File: src/rtl/alu_pkg.sv
// Shared constants for the ALU board front end.
// Button indices map the push-buttons onto the ALU register loads.
package alu_pkg;

    localparam int N_BUTTONS_DEF  = 3;
    localparam int N_SWITCHES_DEF = 6;

    localparam int BTN_A  = 2;
    localparam int BTN_B  = 1;
    localparam int BTN_OP = 0;

endpackage

File: src/rtl/button_sync_debounce_cell.sv
// One push-button channel: 2-flop synchroniser, stability counter, level.
// rise flags the edge on which the debounced level will go 0 -> 1.
module debounce_cell #(
    parameter int STABLE_CYCLES = 500000
) (
    input  logic clock,
    input  logic reset,
    input  logic raw,
    output logic level,
    output logic rise
);

    localparam int CW = $clog2(STABLE_CYCLES + 1);
    localparam logic [CW-1:0] LAST = CW'(STABLE_CYCLES - 1);

    logic          meta;
    logic          sync;
    logic [CW-1:0] count;

    // Synchronise, then require an unbroken run of disagreeing samples to flip.
    always_ff @(posedge clock or posedge reset) begin
        if (reset) begin
            meta  <= 1'b0;
            sync  <= 1'b0;
            count <= '0;
            level <= 1'b0;
        end else begin
            meta <= raw;
            sync <= meta;
            if (sync == level) begin
                count <= '0;
            end else if (count == LAST) begin
                level <= ~level;
                count <= '0;
            end else begin
                count <= count + 1'b1;
            end
        end
    end

    // Press about to be accepted on this edge.
    always_comb begin
        rise = (sync != level) && (count == LAST) && !level;
    end

endmodule

File: src/rtl/button_sync_debounce.sv
// Board input conditioning ahead of top_ALU: debounced buttons, one press
// strobe at a time, and a switch snapshot coherent with that strobe.
module button_sync_debounce
    import alu_pkg::*;
#(
    parameter int N_BUTTONS     = N_BUTTONS_DEF,
    parameter int N_SWITCHES    = N_SWITCHES_DEF,
    parameter int STABLE_CYCLES = 500000
) (
    input  logic                  clock,
    input  logic                  reset,
    input  logic [N_BUTTONS-1:0]  i_buttons,
    input  logic [N_SWITCHES-1:0] i_SWs,
    output logic [N_BUTTONS-1:0]  o_btn_level,
    output logic [N_BUTTONS-1:0]  o_btn_pulse,
    output logic [N_SWITCHES-1:0] o_sw_data
);

    logic [N_BUTTONS-1:0]  rise;
    logic [N_BUTTONS-1:0]  win;
    logic [N_SWITCHES-1:0] sw_meta;
    logic [N_SWITCHES-1:0] sw_sync;

    for (genvar k = 0; k < N_BUTTONS; k++) begin : g_btn
        debounce_cell #(
            .STABLE_CYCLES(STABLE_CYCLES)
        ) u_cell (
            .clock(clock),
            .reset(reset),
            .raw  (i_buttons[k]),
            .level(o_btn_level[k]),
            .rise (rise[k])
        );
    end

    // Highest simultaneous press wins; lower ones are dropped for good.
    always_comb begin
        win = '0;
        for (int k = 0; k < N_BUTTONS; k++) begin
            if (rise[k]) begin
                win    = '0;
                win[k] = 1'b1;
            end
        end
    end

    // Switch synchronisers, registered strobe and strobe-aligned snapshot.
    always_ff @(posedge clock or posedge reset) begin
        if (reset) begin
            sw_meta     <= '0;
            sw_sync     <= '0;
            o_btn_pulse <= '0;
            o_sw_data   <= '0;
        end else begin
            sw_meta     <= i_SWs;
            sw_sync     <= sw_meta;
            o_btn_pulse <= win;
            if (|win) begin
                o_sw_data <= sw_sync;
            end
        end
    end

endmodule
File: config.mk
export PLATFORM = sky130hd
export DESIGN_NAME = button_sync_debounce
export DESIGN_NICKNAME = d
export VERILOG_FILES = /design/src/rtl/alu_pkg.sv /design/src/rtl/button_sync_debounce_cell.sv /design/src/rtl/button_sync_debounce.sv
export SDC_FILE = /design/constraint.sdc
export NUM_CORES = 1
export LEC_CHECK = 0
export ABC_AREA = 1
export CAP_MARGIN = 20
export CORE_MARGIN = 5
export CORE_UTILIZATION = 27
export DETAILED_ROUTE_END_ITERATION = 16
export PLACE_DENSITY_LB_ADDON = 0.08
export RECOVER_POWER = 50
export SYNTH_ARGS = -nofsm -noshare
export SYNTH_HDL_FRONTEND = slang
export SYNTH_SLANG_ARGS = --single-unit
File: constraint.sdc
create_clock -name clock -period 4.73 [get_ports clock]
set_clock_uncertainty 0.2 [all_clocks]
set_input_delay 0.7095 -clock clock [delete_from_list [all_inputs] [get_ports clock]]
set_output_delay 0.7095 -clock clock [all_outputs]
set_load 0.02 [all_outputs]
==> metrics.txt <==
# hold bufs at CTS=0; die height=139.5 um; postcts setup bufs=0; R2R cell count=6; Synth area leaders=dfrtp_1 48%, nor2_1 8.6%, nand2_1 8.3%; Netlist cell types=35; CTS tree=yes; Area Growth Syn to Fin=16.84%; total CTS buffers=9; Yosys warning count=0; DR vias/cell=4.384; final setup fails=0; Yosys top cell area share=0.4812; Initial Util=0.2738; ANT cells=0; H-tree Lvls=3; total power=1.599 mW; Final Cycle Share=0.5672; grt ovf=0; Peak VDD IR=0.0001593 V; first-pass iteration count of the detailed router=4; GPL Wtd Cong=0.7812; worst-margin pin slew=1750 ps; post-route ant nets=0; wire length per cell=12.57 um; RSZ-0062 raised after global routing=false; cell taking the most area after synthesis=dfrtp_1; Vias=3577; IO buf count=22; cell area after synthesis=4524 um^2; post_cts resized=0; Reg clk slew, reported paths=roughly 70 ps; first-pass GRT wire length=17840 um; Setup crit end=o_btn_pulse[2]; count leader, synth=nor2_1; Slew headroom=-0.1666; DRC Markers=0; f_max=0.3728 GHz; PwrDens=302.6 nW/um^2; Max Buffers Root-to-Sink=2; HPWL Detailed=7587 um; top post-synthesis cells by count=104 x nor2_1, 100 x nand2_1, 87 x dfrtp_1; number of flops mapped to enable cells by yosys=0; insertion delay to the later sink of the worst-skew pair=340 ps; total global-route track usage=0.1129; ys async rst share=1.000; core area=16520 um^2; CP cell instances=dlygate4sd3_1, clkinvlp_2, clkbuf_1; min-delay worst type=reg2reg; syn avg cell area=8.050 um^2; die width=139.5 um; crit path max-delay cell type=clkbuf_1; worst r2r src=g_btn[2].u_cell.count[0]; RR Endpoint=g_btn[2].u_cell.count[11]; CP max stage delay=between 1000 and 1500 ps; Crit path arrival time=about 2600 ps; Seq/Total Area, Yosys=0.4812; worst-path fanout max=31; CP Capture Type=async pin; CP required=4660 ps; initial antenna violation count=0; Crit. Startpoint=reset; syn nets=roughly 580; row cnt=between 40 and 50; startpoint types=input port; minimum clock period=around 2700 ps; Top Ports=23; Slew Viols, Final=32; WS Path Type=in2async; Layout Nets=605; register bit count reported by yosys=87; overall routed net length=10260 um; outcome=complete, but fails checks; leak pwr=2.233 nW; top_reg_cell synth=dfrtp_1; vias in the first global route=roughly 3500; setup_tns=0 ps; Mapped Cells=562; total die area=between 15000 and 20000 um^2; fraction of layout cells with a size suffix above 1=0.09060; failing checks=capacitance limit, slew limit; CTS sink cnt=87; max_cap viols=1; final hold viol count=0; R2R setup slack=2520 ps; Hold Crit Start=sw_meta[3]; largest net degree at the start of global routing=57; clk root buf=clkbuf_16; Initial DRC Count=134
layout by cell type, fill, tap and decap left out, types with 10 or more instances in the layout:
master	synthesis	layout
clkdlybuf4s50_1	0	12
dfrtp_1	87	87
dlygate4sd3_1	0	10
inv_1	83	82
nand2_1	100	101
nand3_1	30	31
nand4_1	26	26
nor2_1	104	107
nor3_1	26	26
xor2_1	18	18
cells by family after synthesis:
group                    synth area share
AO/OA/AOI/OAI                     0.03623
XOR/XNOR                          0.03678
flip-flops                         0.4812
adder cells (fa/ha/maj)          0.008297
buffers and inverters             0.08075
AND/OR/NAND/NOR                    0.3567
critical path, delay by kind of cell:
family,cells,cell delay [ps]
buffers and inverters,3,1890
registers in the layout, summed over array words and instances (netlist names):
name,count
g_btn.u_cell.count,57
o_sw_data,6
sw_meta,6
sw_sync,6
g_btn.u_cell.level,3
g_btn.u_cell.meta,3
g_btn.u_cell.sync,3
o_btn_pulse,3
cell type report:
| type | instances | area, um^2 |
|---|---|---|
| clock buffers | 9 | 225.2 |
| clock inverters | 7 | 103.9 |
| fillers | 1789 | 11240 |
| multi-input cells | 383 | 1952 |
| flip-flops and latches | 87 | 2177 |
| well taps | 220 | 275.3 |
| repair buffers | 24 | 229.0 |
| inverters | 86 | 324.1 |
where the power goes:
| part | switching, mW | internal [mW] |
|---|---|---|
| combinational | 0.0348 | 0.0144 |
| sequential | 0.00750 | 0.758 |
| clock | 0.316 | 0.469 |
| total | 0.358 | 1.24 |
how the worst min path moves through the flow:
stage / endpoint / slack [ps] / cells after the start
4_1_cts: sw_sync[3] / 150 / 0
5_1_grt: sw_sync[3] / 160 / 0
3_3_place_gp: sw_sync[0] / 130 / 0
3_5_place_dp: sw_sync[3] / 140 / 0
2_1_floorplan: g_btn[0].u_cell.sync / 130 / 0
6_report: sw_sync[3] / 150 / 0
per-stage QoR:
| step | instance area (um^2) | setup WS, ps | util | cells | hold slack [ps] |
|---|---|---|---|---|---|
| 2_1_floorplan | 4524 | 1570 | - | 562 | 131.2 |
| 3_3_place_gp | 4994 | 2710 | 0.3022 | 800 | 132.5 |
| 3_5_place_dp | 4994 | 2691 | 0.3022 | 800 | 135.5 |
| 4_1_cts | 5323 | 2409 | 0.3221 | 816 | 151.7 |
| 5_1_grt | 5286 | 1596 | 0.3199 | 816 | 158.3 |
| 6_report | 5286 | 2047 | 0.3199 | 816 | 148.6 |
routing by layer:
| metal | global-route usage | up-vias | wire, um | share of wire |
|---|---|---|---|---|
| met5 | 0 | - | 0 | 0 |
| met2 | 0.1735 | 39 | 4598 | 0.45 |
| met3 | 0.03636 | 8 | 347 | 0.034 |
| met4 | 0.02935 | 0 | 119 | 0.012 |
| li1 | - | 1838 | - | - |
| met1 | 0.1541 | 1692 | 5194 | 0.51 |
Power figures use the tool's default switching activity.
